File: config.mk
export PLATFORM = sky130hd
export DESIGN_NAME = pipe_hazard_ctrl
export DESIGN_NICKNAME = d
export VERILOG_FILES = /design/src/rtl/pipe_hazard_ctrl.sv
export SDC_FILE = /design/constraint.sdc
export NUM_CORES = 1
export LEC_CHECK = 0
export ABC_AREA = 1
export ABC_CLOCK_PERIOD_IN_PS = 2600
export BUFFER_PORTS_ARGS = -buffer_cell sky130_fd_sc_hd__buf_4
export CAP_MARGIN = 40
export CORE_MARGIN = 1.5
export CORE_UTILIZATION = 52
export CTS_CLUSTER_DIAMETER = 200
export DETAILED_ROUTE_END_ITERATION = 7
export PLACE_DENSITY = 0.79
export SLEW_MARGIN = 20
export SYNTH_ARGS = -nofsm -noshare
export SYNTH_HDL_FRONTEND = slang
export SYNTH_SLANG_ARGS = --single-unit
File: constraint.sdc
create_clock -name clk -period 2.6 [get_ports clk]
set_input_delay 0.26 -clock clk [delete_from_list [all_inputs] [get_ports clk]]
set_output_delay 0.26 -clock clk [all_outputs]
set_load 0.05 [all_outputs]
File: src/rtl/pipe_hazard_ctrl.sv
// Pipeline stall/flush controller.
// Drives per-stage register enables and bubble (NOP-insert) strobes for an
// N-register in-order pipeline (0=IF/ID, 1=ID/EX, 2=EX/MEM, 3=MEM/WB, extra
// back-end registers above that). Hazard sources, highest priority first:
//   D-cache block > MUL_BUSY/FLUSH state > taken branch > load-use > I-cache.
// The response is combinational from the inputs and the registered state.
// State and counters advance on the clock edge.
// Also keeps a saturating count of cycles in which any stall cause is active.
// NUM_STAGES must be at least 4 and MUL_LAT at least 1.

module pipe_hazard_ctrl #(
  parameter int          NUM_STAGES = 4,
  parameter int          REG_W      = 5,
  parameter int          MUL_LAT    = 4,
  parameter int          FLUSH_CYC  = 1,
  parameter int          CNT_W      = 32,
  parameter logic [31:0] NOP_INSTR  = 32'h0000_0000
) (
  input  logic                  clk,
  input  logic                  reset,
  input  logic                  block_pipe_instr_cache,
  input  logic                  block_pipe_data_cache,
  input  logic [REG_W-1:0]      dec_rega,
  input  logic [REG_W-1:0]      dec_regb,
  input  logic                  dec_uses_regb,
  input  logic                  dec_is_mul,
  input  logic                  alu_mem_r_en,
  input  logic [REG_W-1:0]      alu_regd,
  input  logic                  branch_taken,
  input  logic                  perf_clr,
  output logic [NUM_STAGES-1:0] en_reg,
  output logic [NUM_STAGES-1:0] bubble,
  output logic                  injecting_nop,
  output logic [31:0]           inject_nop,
  output logic [2:0]            stall_cause,
  output logic [CNT_W-1:0]      stall_cycles
);

  // Controller states.
  localparam logic [1:0] ST_RUN      = 2'd0;
  localparam logic [1:0] ST_MUL_BUSY = 2'd1;
  localparam logic [1:0] ST_FLUSH    = 2'd2;

  // Stall cause encoding seen on stall_cause.
  localparam logic [2:0] CAUSE_NONE     = 3'd0;
  localparam logic [2:0] CAUSE_DCACHE   = 3'd1;
  localparam logic [2:0] CAUSE_FLUSH    = 3'd2;
  localparam logic [2:0] CAUSE_MUL      = 3'd3;
  localparam logic [2:0] CAUSE_LOAD_USE = 3'd4;
  localparam logic [2:0] CAUSE_ICACHE   = 3'd5;

  // The mul counter holds at most MUL_LAT-1, the flush counter at most FLUSH_CYC.
  localparam int MUL_W   = (MUL_LAT > 1) ? $clog2(MUL_LAT) : 1;
  localparam int FLUSH_W = (FLUSH_CYC > 0) ? $clog2(FLUSH_CYC + 1) : 1;

  localparam logic [MUL_W-1:0]   MUL_INIT   = MUL_W'(MUL_LAT - 1);
  localparam logic [MUL_W-1:0]   MUL_ONE    = MUL_W'(1);
  localparam logic [FLUSH_W-1:0] FLUSH_INIT = FLUSH_W'(FLUSH_CYC);
  localparam logic [FLUSH_W-1:0] FLUSH_ONE  = FLUSH_W'(1);
  localparam logic [CNT_W-1:0]   CNT_MAX    = {CNT_W{1'b1}};

  logic [1:0]         state_q, state_d;
  logic [MUL_W-1:0]   mul_cnt_q, mul_cnt_d;
  logic [FLUSH_W-1:0] flush_cnt_q, flush_cnt_d;

  logic load_use;
  logic mul_start;

  // Load-use hazard: the load in EX writes a register decode is about to read.
  // Register 0 is hard-wired to zero and never creates a dependency.
  always_comb begin
    load_use = alu_mem_r_en && (alu_regd != '0) &&
               ((alu_regd == dec_rega) ||
                (dec_uses_regb && (alu_regd == dec_regb)));
  end

  // A long-latency op leaves decode only when decode actually advances into
  // EX: nothing freezes, squashes or holds the decode stage this cycle.
  always_comb begin
    mul_start = (state_q == ST_RUN) && dec_is_mul &&
                !block_pipe_data_cache && !branch_taken && !load_use &&
                !block_pipe_instr_cache;
  end

  // Same-cycle hazard response: enables, bubbles and the reported cause.
  always_comb begin
    // NOTE: every output of this block gets a default before any branch, so a
    // path that skips an assignment cannot infer a latch.
    en_reg      = '1;
    bubble      = '0;
    stall_cause = CAUSE_NONE;

    if (reset) begin
      // Pipeline registers stay enabled and nothing is bubbled while held in reset.
      en_reg      = '1;
      bubble      = '0;
      stall_cause = CAUSE_NONE;
    end else if (block_pipe_data_cache) begin
      // The memory stage cannot complete, so the whole pipe freezes in place.
      en_reg      = '0;
      stall_cause = CAUSE_DCACHE;
    end else begin
      case (state_q)
        ST_MUL_BUSY: begin
          // EX is occupied: hold IF/ID and ID/EX, drain a NOP into EX/MEM.
          en_reg[0]   = 1'b0;
          en_reg[1]   = 1'b0;
          bubble[2]   = 1'b1;
          stall_cause = CAUSE_MUL;
        end
        ST_FLUSH: begin
          // Extra fetch squash after a taken branch; lower hazards are masked
          // because the squashed fetch stream is being thrown away anyway.
          bubble[0]   = 1'b1;
          stall_cause = CAUSE_FLUSH;
        end
        default: begin
          if (branch_taken) begin
            // Wrong-path instructions in fetch and decode become NOPs.
            bubble[0]   = 1'b1;
            bubble[1]   = 1'b1;
            stall_cause = CAUSE_FLUSH;
          end else if (load_use) begin
            // Hold decode one cycle and send a NOP to EX behind the load.
            en_reg[0]   = 1'b0;
            bubble[1]   = 1'b1;
            stall_cause = CAUSE_LOAD_USE;
          end else if (block_pipe_instr_cache) begin
            // No valid fetch word: keep IF/ID and send a NOP down to EX.
            en_reg[0]   = 1'b0;
            bubble[1]   = 1'b1;
            stall_cause = CAUSE_ICACHE;
          end
        end
      endcase
    end
  end

  // Next-state logic; a D-cache freeze holds the state and both counters.
  always_comb begin
    state_d     = state_q;
    mul_cnt_d   = mul_cnt_q;
    flush_cnt_d = flush_cnt_q;

    if (!block_pipe_data_cache) begin
      case (state_q)
        ST_RUN: begin
          if (branch_taken) begin
            if (FLUSH_CYC > 0) begin
              state_d     = ST_FLUSH;
              flush_cnt_d = FLUSH_INIT;
            end
          end else if (mul_start) begin
            // The op spends its first EX cycle now; MUL_LAT-1 stall cycles follow.
            if (MUL_LAT > 1) begin
              state_d   = ST_MUL_BUSY;
              mul_cnt_d = MUL_INIT;
            end
          end
        end
        ST_MUL_BUSY: begin
          // A taken branch cannot resolve here: EX is holding the mul.
          mul_cnt_d = mul_cnt_q - MUL_ONE;
          if (mul_cnt_q <= MUL_ONE) begin
            state_d = ST_RUN;
          end
        end
        ST_FLUSH: begin
          flush_cnt_d = flush_cnt_q - FLUSH_ONE;
          if (flush_cnt_q <= FLUSH_ONE) begin
            state_d = ST_RUN;
          end
        end
        default: begin
          state_d = ST_RUN;
        end
      endcase
    end
  end

  // Controller state and occupancy counters.
  always_ff @(posedge clk or posedge reset) begin
    // NOTE: clocked state uses non-blocking assignments so every register
    // samples pre-edge values regardless of block ordering.
    if (reset) begin
      state_q     <= ST_RUN;
      mul_cnt_q   <= '0;
      flush_cnt_q <= '0;
    end else begin
      state_q     <= state_d;
      mul_cnt_q   <= mul_cnt_d;
      flush_cnt_q <= flush_cnt_d;
    end
  end

  // Saturating stall-cycle counter; a clear wins over a same-cycle increment.
  always_ff @(posedge clk or posedge reset) begin
    if (reset) begin
      stall_cycles <= '0;
    end else if (perf_clr) begin
      stall_cycles <= '0;
    end else if ((stall_cause != CAUSE_NONE) && (stall_cycles != CNT_MAX)) begin
      stall_cycles <= stall_cycles + CNT_W'(1);
    end
  end

  assign injecting_nop = |bubble;
  assign inject_nop    = NOP_INSTR;

endmodule
==> results of run 1 <==
==> tightest hold or removal path, delay by kind of cell <==
family,cells,cell delay [ns]
buf+inv,3,0.67
==> synth_stat cells <==
master / number / share of area [%]
nor4_2: 1 / 0.40
nand4_1: 40 / 8.0
dfrtp_1: 36 / 29
inv_2: 1 / 0.12
nor4_1: 1 / 0.20
xnor2_1: 11 / 3.1
nor2_2: 1 / 0.20
buf_2: 4 / 0.64
nor3_1: 14 / 2.2
a21oi_1: 2 / 0.32
nand2_1: 125 / 15
nand4_2: 1 / 0.40
inv_1: 68 / 8.1
nand3_1: 49 / 7.8
buf_1: 2 / 0.24
clkbuf_1: 8 / 0.96
nor2_4: 1 / 0.36
nor2_1: 43 / 5.1
conb_1: 1 / 0.12
buf_4: 37 / 8.8
nor3b_1: 1 / 0.24
o21bai_1: 1 / 0.24
o21ai_0: 5 / 0.80
o211ai_1: 1 / 0.24
xor2_1: 19 / 5.3
nand2_2: 2 / 0.40
ha_1: 5 / 2.0
==> worst max path at each step <==
stage	cells past startpoint	from	end
after floorplan	3	reset	en_reg[3]
after global placement	9	stall_cycles[2]$_DFFE_PP0P_	stall_cycles[25]$_DFFE_PP0P_
after detailed placement	9	stall_cycles[2]$_DFFE_PP0P_	stall_cycles[25]$_DFFE_PP0P_
after CTS	10	state_q[0]$_DFFE_PP0P_	stall_cause[0]
after global routing	10	state_q[0]$_DFFE_PP0P_	stall_cause[0]
final	9	stall_cycles[2]$_DFFE_PP0P_	stall_cycles[25]$_DFFE_PP0P_
==> metal layers <==
metal	part of all wire [%]	up-vias	wire, microns
met3	5.9	8	487
met2	48	113	3910
met1	45	1486	3720
met4	0.73	0	60
met5	0	-	0
li1	-	1579	-
==> sequential cells by signal (all words and copies together) (netlist names) <==
register / cells
mul_cnt_q: 2
stall_cycles: 32
state_q: 2
==> final cells by class <==
type	instances	area [sq um]	area share [%]
Multi-Input combinational cell	356	1760	47.8
Sequential cell	36	901	24.4
Timing Repair Buffer	72	573	15.5
Inverter	69	259	7.02
Clock buffer	7	96.3	2.61
Tap cell	75	93.8	2.54
==> kinds of logic after synthesis <==
group	synth area share [%]
AND/OR/NAND/NOR	40.3
buffers and inverters	18.9
flip-flops	28.7
XOR/XNOR	8.37
AO/OA/AOI/OAI	1.59
adder cells (fa/ha/maj)	1.99
other	0.119
==> metrics by stage <==
step / power (mW) / worst slack [ns] / util, % / area, sq um
6_report: 1.83 / 0.349 / 62.6 / 3690
5_1_grt: 1.92 / 0.285 / 62.6 / 3690
4_1_cts: 1.84 / 0.444 / 62.6 / 3690
3_5_place_dp: 1.40 / 0.469 / 61.0 / 3590
3_3_place_gp: 1.37 / 0.468 / 60.5 / 3560
2_1_floorplan: 1.23 / 0.280 / - / 3260
==> power breakdown <==
| group | internal, mW | total, mW | switching, mW |
|---|---|---|---|
| Combinational | 0.208 | 0.757 | 0.549 |
| Sequential | 0.597 | 0.630 | 0.0333 |
| Clock | 0.236 | 0.440 | 0.203 |
| Total | 1.04 | 1.83 | 0.785 |
==> results by group, run 1 <==
Run status
  – Status: completed

Power and ir drop
  – Peak supply drop: roughly 290 uV
  – P_leak: 2.14 nW
  – Pwr dens: around 500 mW/mm^2

Detailed routing
  – Via count: 3186
  – Post-DRT Antenna Nets: 0
  – Via density: between 5 and 6
  – WL/cell: 13.3 microns
  – Drt first pass iters: 7
  – DRC Markers: 0
  – DRT iter0 DRCs: approximately 190
  – DRT Wirelength: 8190 microns

Worst setup path
  – R2r endpoint: stall_cycles[25]$_DFFE_PP0P_
  – Reg2reg start: stall_cycles[2]$_DFFE_PP0P_
  – Worst reg-to-reg path cell count: 9
  – CP Class: flop to flop
  – Reg2Reg Setup Slack: between 0.3 and 0.4 ns
  – Worst path arrival time: ~2.5 ns
  – Req. time, crit path: approximately 2.8 ns
  – Endpoint class of the critical path: flop
  – Crit path cell chain: nand3_1, nor2_2, nand3_1, nor2_1, nand2_1, xor2_1, inv_1, nand4_1, nand2_1
  – CP bufs+invs: 1
  – CP Launch Type: flop
  – Delay-heaviest family, CP: simple AND/OR/NAND/NOR gates
  – Slowest cell delay on critical path: ~0.5 ns
  – CP max stage cell: dfrtp_1
  – CP max FO: 6

CTS
  – CTS Hold Bufs: 0
  – Worst-Skew Late Latency: 0.29 ns
  – Count of cells resized by post-cts repair: 0
  – CTS tree: done
  – Worst-path clk slew: approximately 0.07 ns
  – Number of post-CTS setup repair buffers: 0
  – Root Buffer: clkbuf_8
  – Clock tree sinks: 36
  – Clock Tree Buf Depth: 2
  – Number of CTS-inserted buffers: 5
  – # H-tree levels: 2

GRT
  – Largest net degree at the start of global routing: 37
  – Met2 Usage GRT: 44.5%
  – Most Crowded Layer GR: met2
  – Initial antenna violation count: 0
  – Global-route usage over all layers: 26.3%
  – M1 GR Usage: between 30% and 40%
  – M3 GR Usage: 3.98%
  – First-pass GRT wire length: approximately 13000 microns
  – Vias in the first global route: 2851
  – GR Overflow Total: 0

Synth
  – Post-Syn Area: 0.00314 sq mm
  – Netlist cell types: 27
  – Synth Warn #: 0
  – Seq cells post-synth: 36
  – Synthesized instance count: 480
  – Sequential share of the synthesized area: 28.7%
  – Post-Syn Area per Cell: approximately 6.5 sq um

Placed design
  – Routability cong.: around 0.9
  – Placed insts: 608
  – Port bufs: 66
  – Hpwl dp: between 6000 and 7000 microns

Timing
  – FMAX: 444 MHz
  – Final setup violating endpoints: 0
  – Slew Limit Fails: 0
  – Final setup TNS: 0 ns
  – Fin Hold WS: 0.203 ns
  – Final period util: 86.6%
  – Fin. Hold Viols: 0
  – Worst Max-Slew Pin Slew: 0.519 ns
  – Period minus WS final: approximately 2.3 ns
  – RSZ-0062 raised after global routing: false
  – Clock skew: 0.00653 ns
  – Rel. slew slack: 65.3%

Layout
  – Leading cell types in the layout, fill and taps excluded: nand2_1 (125), buf_4 (70), inv_1 (68)
  – Finished Layout Cells: 615
  – Fillers: roughly 600
  – Commonest non-fill, non-tap cell in the layout: nand2_1
  – Nets: between 500 and 600
  – Area Overhead vs Synth: 17.5%
  – Ant. Diodes: 0
  – Layout cells sized above 1: 15.9%

Min path
  – HP Class: primary input to asynchronous set/reset pin

Job
  – Max cap viols: 0

Floorplanning
  – Initial core utilization: 53.3%
  – Core Region: 0.00589 sq mm
  – FP Rows: 28
  – Die height: about 80 microns
  – Die width: 80.7 microns
  – I/O pin count: 100
  – Die area: 0.00651 sq mm
Power figures use the tool's default switching activity.
==> inputs of run 2 (changes only) <==
- BUFFER_PORTS_ARGS: -buffer_cell sky130_fd_sc_hd__buf_4 -> -buffer_cell sky130_fd_sc_hd__clkbuf_2
- CAP_MARGIN: 40 -> 10
==> run 2 against run 1 <==
First-iteration DRC count shrank 17%. Via count shrank 2.4%. Utilization shrank 3.0 points. Worst setup slack gained 0.11 ns. Combinational power shrank 8.7%. Sequential power is essentially flat. Flip-flop and latch count is the same. Register-to-register slack gained 0.13 ns. Largest cell class unchanged.
==> results by group, run 2 (synthesis results as in run 1) <==
Worst setup path
  – Worst path arrival time: 1.88 ns (-0.60 ns)
  – CP Class: flop to primary output
  – CP max FO: 3 (-3)
  – CP Launch Type: flop
  – Req. time, crit path: 2.34 ns (-0.49 ns)
  – R2r endpoint: stall_cycles[10]$_DFFE_PP0P_
  – Reg2reg start: state_q[0]$_DFFE_PP0P_
  – Worst reg-to-reg path cell count: 12 (+3)
  – Reg2Reg Setup Slack: 0.48 ns (+0.13 ns)
  – Endpoint class of the critical path: primary output

Power and ir drop
  – Pwr dens: 531 mW/mm^2 (+7.2%)
  – P_leak: 2.09 nW (-2.4%)
  – PnR Total Power: 1.87 mW (+2.1%)
  – Peak supply drop: 273 uV (-4.9%)

Layout
  – Max reg flops: 32 (unchanged)
  – Fillers: 577 (-1.9%)
  – Reg with most FFs: stall_cycles
  – Finished Layout Cells: 615 (unchanged)
  – Fin util: 59.7% (-3.0 points)
  – Nets: 568 (-0.18%)
  – Leading cell types in the layout, fill and taps excluded: nand2_1 (125), inv_1 (68), clkbuf_2 (66)
  – Register area: 901 sq um (unchanged)
  – Post-route cell area: 0.00351 sq mm (-4.8%)
  – Footprint of the multi-input gates: 0.00176 sq mm (unchanged)
  – Layout cells sized above 1: 15.9% (unchanged)
  – Commonest non-fill, non-tap cell in the layout: nand2_1
  – Area Overhead vs Synth: 11.9%
  – Ant. Diodes: 0 (unchanged)
  – Largest regs: stall_cycles: 32 flops, mul_cnt_q: 2 flops, state_q: 2 flops

Timing
  – Final setup violating endpoints: 0 (unchanged)
  – Fin. Hold Viols: 0 (unchanged)
  – Rel. slew slack: 33.0% (-32 points)
  – Worst Slack Setup Final: 0.461 ns (+0.112 ns)
  – Slew Limit Fails: 0 (unchanged)
  – Worst Max-Slew Pin Slew: 1.00 ns (+0.485 ns)
  – Final period util: 82.3% (-4.3 points)
  – FMAX: 467 MHz (+5.2%)
  – Clock skew: 0.0114 ns (+0.00487 ns)
  – RSZ-0062 raised after global routing: false
  – Period minus WS final: 2.14 ns (-0.112 ns)
  – Fin Hold WS: 0.171 ns (-0.0321 ns)
  – Final setup TNS: 0 ns (unchanged)

GRT
  – GR Overflow Total: 0 (unchanged)
  – First-pass GRT wire length: 12500 microns (-7.0%)
  – Global-route usage over all layers: 24.5% (-1.8 points)
  – Vias in the first global route: 2650 (-7.1%)
  – Initial antenna violation count: 0 (unchanged)
  – Largest net degree at the start of global routing: 65 (+76%)

CTS
  – Count of cells resized by post-cts repair: 0 (unchanged)
  – Worst-Skew Late Latency: 0.29 ns (about the same)
  – CTS tree: done
  – Clock Tree Buf Depth: 2 (unchanged)
  – CTS Hold Bufs: 0 (unchanged)
  – Worst-path clk slew: 0.08 ns (about the same)
  – # H-tree levels: 2 (unchanged)
  – Number of post-CTS setup repair buffers: 0 (unchanged)
  – Root Buffer: clkbuf_8
  – Number of CTS-inserted buffers: 5 (unchanged)
  – Clock tree sinks: 36 (unchanged)

Detailed routing
  – Via density: 5.05 (-2.4%)
  – Post-DRT Antenna Nets: 0 (unchanged)
  – Drt first pass iters: 4 (-3)
  – DRC Markers: 0 (unchanged)
  – DRT Wirelength: 7760 microns (-5.2%)
  – Via count: 3108 (-2.4%)
  – DRT iter0 DRCs: 161 (-17%)
  – WL/cell: 12.6 microns (-5.2%)

Floorplanning
  – Die height: 80.7 microns (unchanged)
  – Die area: 0.00651 sq mm (unchanged)
  – Core Region: 0.00589 sq mm (unchanged)
  – FP Rows: 28 (unchanged)
  – Die width: 80.7 microns (unchanged)
  – I/O pin count: 100 (unchanged)
  – Initial core utilization: 53.3% (unchanged)

Placed design
  – Routability cong.: 0.954 (+4.3%)
  – Placed Instance Area: 0.00339 sq mm (-5.7%)
  – Hpwl dp: 5810 microns (-6.7%)
  – Port bufs: 66 (unchanged)
  – Place WS: 0.497 ns (+0.0283 ns)
  – Placed insts: 607 (-0.16%)

Job
  – Max cap viols: 0 (unchanged)

Run status
  – Status: completed

Min path
  – HP Class: primary input to asynchronous set/reset pin
-- run 2: power breakdown --
part           switching (mW)  internal (mW)
registers              0.0300          0.597
clock network           0.209          0.339
logic                   0.532          0.158
-- run 2: worst max path at each step --
stage | start | to | slack (ns) | cells past startpoint
finish | state_q[0]$_DFFE_PP0P_ | stall_cause[0] | 0.46 | 10
global route | state_q[0]$_DFFE_PP0P_ | stall_cycles[10]$_DFFE_PP0P_ | 0.24 | 12
CTS | state_q[0]$_DFFE_PP0P_ | stall_cause[0] | 0.47 | 10
detailed placement | stall_cycles[2]$_DFFE_PP0P_ | stall_cycles[31]$_DFFE_PP0P_ | 0.50 | 9
global placement | stall_cycles[2]$_DFFE_PP0P_ | stall_cycles[31]$_DFFE_PP0P_ | 0.48 | 9
floorplan | reset | en_reg[3] | 0.28 | 3
-- run 2: worst max-delay path: stages (launching register included) --
cell	delay, ns
dfrtp_1	0.37
inv_1	0.07
ha_1	0.33
nor2_1	0.19
inv_1	0.08
nor2_1	0.08
nand2_1	0.05
nand2_1	0.05
nand2_1	0.06
inv_1	0.06
clkbuf_2	0.26
-- run 2: final cells by class --
type | count | area share (%)
clock buffer | 7 | 2.74
multi-input combinational | 356 | 50.2
sequential | 36 | 25.7
timing repair buffer | 71 | 10.5
clock inverter | 1 | 0.855
tap | 75 | 2.67
inverter | 69 | 7.37
-- run 2: routing by layer --
layer | GRT usage, % | vias to the layer above | part of all wire (%)
li1 | - | 1588 | -
met1 | 33.9 | 1406 | 46
met2 | 39.6 | 106 | 47
met3 | 3.52 | 8 | 5.7
met4 | 7.41 | 0 | 1.3
met5 | 0 | - | 0
==> inputs of run 3 (changes only) <==
- ABC_CLOCK_PERIOD_IN_PS: 2600 -> 2200
- clock period: 2.6 -> 2.2 ns (I/O delays scaled with it)
==> run 3 against run 2 <==
Combinational power up 22%. Wire length increased by 4.9%. Critical path depth unchanged. Critical endpoint unchanged. Clock power is 6.2% lower. Sequential power up 19%. Utilization up 0.96 points. Sequential share of layout area shrank 0.40 points. Total power grew 13%. Cell count is 0.98% higher. Clock skew shrank 0.0087 ns. Largest power group unchanged. Flip-flop and latch count stayed put. First-iteration DRC count rose by 22%.
==> results by group, run 3 (synthesis results as in run 1) <==
Worst setup path
  – CP max FO: 3 (unchanged)
  – Req. time, crit path: 1.98 ns (-0.36 ns)
  – R2r endpoint: stall_cycles[20]$_DFFE_PP0P_
  – CP Launch Type: flop
  – Reg2Reg Setup Slack: 0.19 ns (-0.29 ns)
  – Worst reg-to-reg path cell count: 13 (+1)
  – Reg2reg start: state_q[0]$_DFFE_PP0P_
  – CP Class: flop to primary output
  – Worst path arrival time: 1.87 ns (about the same)
  – Endpoint class of the critical path: primary output

Placed design
  – Hpwl dp: 6180 microns (+6.4%)
  – Port bufs: 66 (unchanged)
  – Placed insts: 614 (+1.2%)
  – Routability cong.: 0.954 (about the same)
  – Place WS: 0.194 ns (-0.303 ns)

CTS
  – Clock tree sinks: 36 (unchanged)
  – CTS tree: done
  – Number of CTS-inserted buffers: 5 (unchanged)
  – Clock Tree Buf Depth: 2 (unchanged)
  – CTS Hold Bufs: 0 (unchanged)
  – Worst-path clk slew: 0.07 ns (about the same)
  – Root Buffer: clkbuf_8
  – # H-tree levels: 2 (unchanged)
  – Worst-Skew Late Latency: 0.28 ns (about the same)

Run status
  – Status: completed

Floorplanning
  – Initial core utilization: 53.3% (unchanged)
  – Die height: 80.7 microns (unchanged)
  – Die width: 80.7 microns (unchanged)
  – Core Region: 0.00589 sq mm (unchanged)
  – Die area: 0.00651 sq mm (unchanged)
  – I/O pin count: 100 (unchanged)
  – FP Rows: 28 (unchanged)

Timing
  – Worst Max-Slew Pin Slew: 0.523 ns (-0.481 ns)
  – FMAX: around 480 MHz
  – Period minus WS final: roughly 2.1 ns
  – Clock skew: 0.00269 ns (-0.00871 ns)
  – Worst Slack Setup Final: 0.113 ns (-0.348 ns)
  – Final setup violating endpoints: 0 (unchanged)
  – Rel. slew slack: 64.9% (+32 points)
  – Fin. Hold Viols: 0 (unchanged)
  – Slew Limit Fails: 0 (unchanged)
  – Fin Hold WS: 0.114 ns (-0.0576 ns)
  – Final period util: 94.9%

Power and ir drop
  – Peak supply drop: 371 uV (+36%)
  – P_leak: 2.11 nW (+1.2%)
  – Pwr dens: 589 mW/mm^2 (+11%)

Layout
  – Ant. Diodes: 0 (unchanged)
  – Nets: 575 (+1.2%)
  – Fin util: 60.6% (+0.96 points)
  – Largest regs: stall_cycles: 32 flops, mul_cnt_q: 2 flops, state_q: 2 flops
  – Reg with most FFs: stall_cycles
  – Max reg flops: 32 (unchanged)
  – Finished Layout Cells: 621 (+0.98%)
  – Leading cell types in the layout, fill and taps excluded: nand2_1 (125), inv_1 (67), clkbuf_2 (65)
  – Fillers: 583 (+1.0%)
  – Commonest non-fill, non-tap cell in the layout: nand2_1
  – Layout cells sized above 1: 17.4% (+1.5 points)
  – Area Overhead vs Synth: 13.7%

Detailed routing
  – DRT Wirelength: 8140 microns (+4.9%)
  – WL/cell: 13.1 microns (+3.8%)
  – Via count: 3188 (+2.6%)
  – DRC Markers: 0 (unchanged)
  – DRT iter0 DRCs: 197 (+22%)
  – Drt first pass iters: 5 (+1)
  – Via density: 5.13 (+1.6%)
  – Post-DRT Antenna Nets: 0 (unchanged)

GRT
  – Vias in the first global route: 2807 (+5.9%)
  – Global-route usage over all layers: 25.9% (+1.4 points)
  – Initial antenna violation count: 0 (unchanged)
  – First-pass GRT wire length: 13200 microns (+5.5%)
  – GR Overflow Total: 0 (unchanged)
  – Largest net degree at the start of global routing: 38 (-42%)

Min path
  – HP Class: primary input to asynchronous set/reset pin

Job
  – Max cap viols: 0 (unchanged)
run 3: cell types whose count changed in the layout (fill, tap and decap cells not counted):
cell	previous run	this run
nor2_1	43	41
clkbuf_2	66	65
bufinv_16	1	0
buf_2	0	1
nor2_2	1	3
buf_12	0	2
clkinvlp_4	0	1
inv_1	68	67
buf_4	5	10
run 3: metrics by stage:
| stage | setup TNS (ns) | power, mW | instance area [sq um] |
|---|---|---|---|
| 2_1_floorplan | 0 | 1.46 | 3270 |
| 3_3_place_gp | 0 | 1.58 | 3470 |
| 3_5_place_dp | 0 | 1.59 | 3470 |
| 4_1_cts | 0 | 2.11 | 3570 |
| 5_1_grt | -0.0201 | 2.23 | 3570 |
| 6_report | 0 | 2.10 | 3570 |
run 3: power by group:
part | leakage (nW) | internal, mW | total [mW] | switching (mW)
logic | 1.56 | 0.205 | 0.845 | 0.640
clock network | 0.0503 | 0.279 | 0.513 | 0.234
registers | 0.495 | 0.706 | 0.744 | 0.0378
total | 2.11 | 1.19 | 2.10 | 0.912
run 3: layer usage:
| layer | track usage, % | vias to the layer above | share of wire, % |
|---|---|---|---|
| met5 | 0 | - | 0 |
| met4 | 6.38 | 0 | 0.92 |
| met3 | 3.64 | 8 | 5.0 |
| met2 | 44.5 | 102 | 50 |
| met1 | 34.3 | 1487 | 45 |
| li1 | - | 1591 | - |
run 3: layout make-up:
| cell class | count | area (sq um) | area share [%] |
|---|---|---|---|
| clock buffer | 7 | 96.3 | 2.70 |
| multi-input combinational | 356 | 1770 | 49.6 |
| sequential | 36 | 901 | 25.2 |
| inverter | 69 | 263 | 7.36 |
| tap | 75 | 93.8 | 2.63 |
| timing repair buffer | 78 | 445 | 12.5 |
run 3: timing repair:
| item | in CTS | in global routing |
|---|---|---|
| resized for setup | 0 | 2 |
| setup buffers | 0 | 0 |
| endpoints found under the setup margin | 0 | 16 |
run 3: worst max-delay path by stage:
stage / start / end / slack [ns] / cells after the start
2_1_floorplan: stall_cycles[1]$_DFFE_PP0P_ / stall_cycles[2]$_DFFE_PP0P_ / 0.04 / 9
3_3_place_gp: state_q[0]$_DFFE_PP0P_ / stall_cycles[16]$_DFFE_PP0P_ / 0.24 / 13
3_5_place_dp: state_q[0]$_DFFE_PP0P_ / stall_cycles[20]$_DFFE_PP0P_ / 0.19 / 13
4_1_cts: state_q[0]$_DFFE_PP0P_ / stall_cause[0] / 0.06 / 10
5_1_grt: state_q[0]$_DFFE_PP0P_ / stall_cause[0] / -0.02 / 10
6_report: state_q[0]$_DFFE_PP0P_ / stall_cause[0] / 0.11 / 10
run 3: critical path, cell delays in order (launching register included):
cell,delay (ns)
dfrtp_1,0.37
inv_1,0.07
ha_1,0.34
nor2_2,0.16
inv_1,0.07
nor2_1,0.09
nand2_1,0.06
nand2_1,0.05
nand2_1,0.06
inv_1,0.06
buf_2,0.25
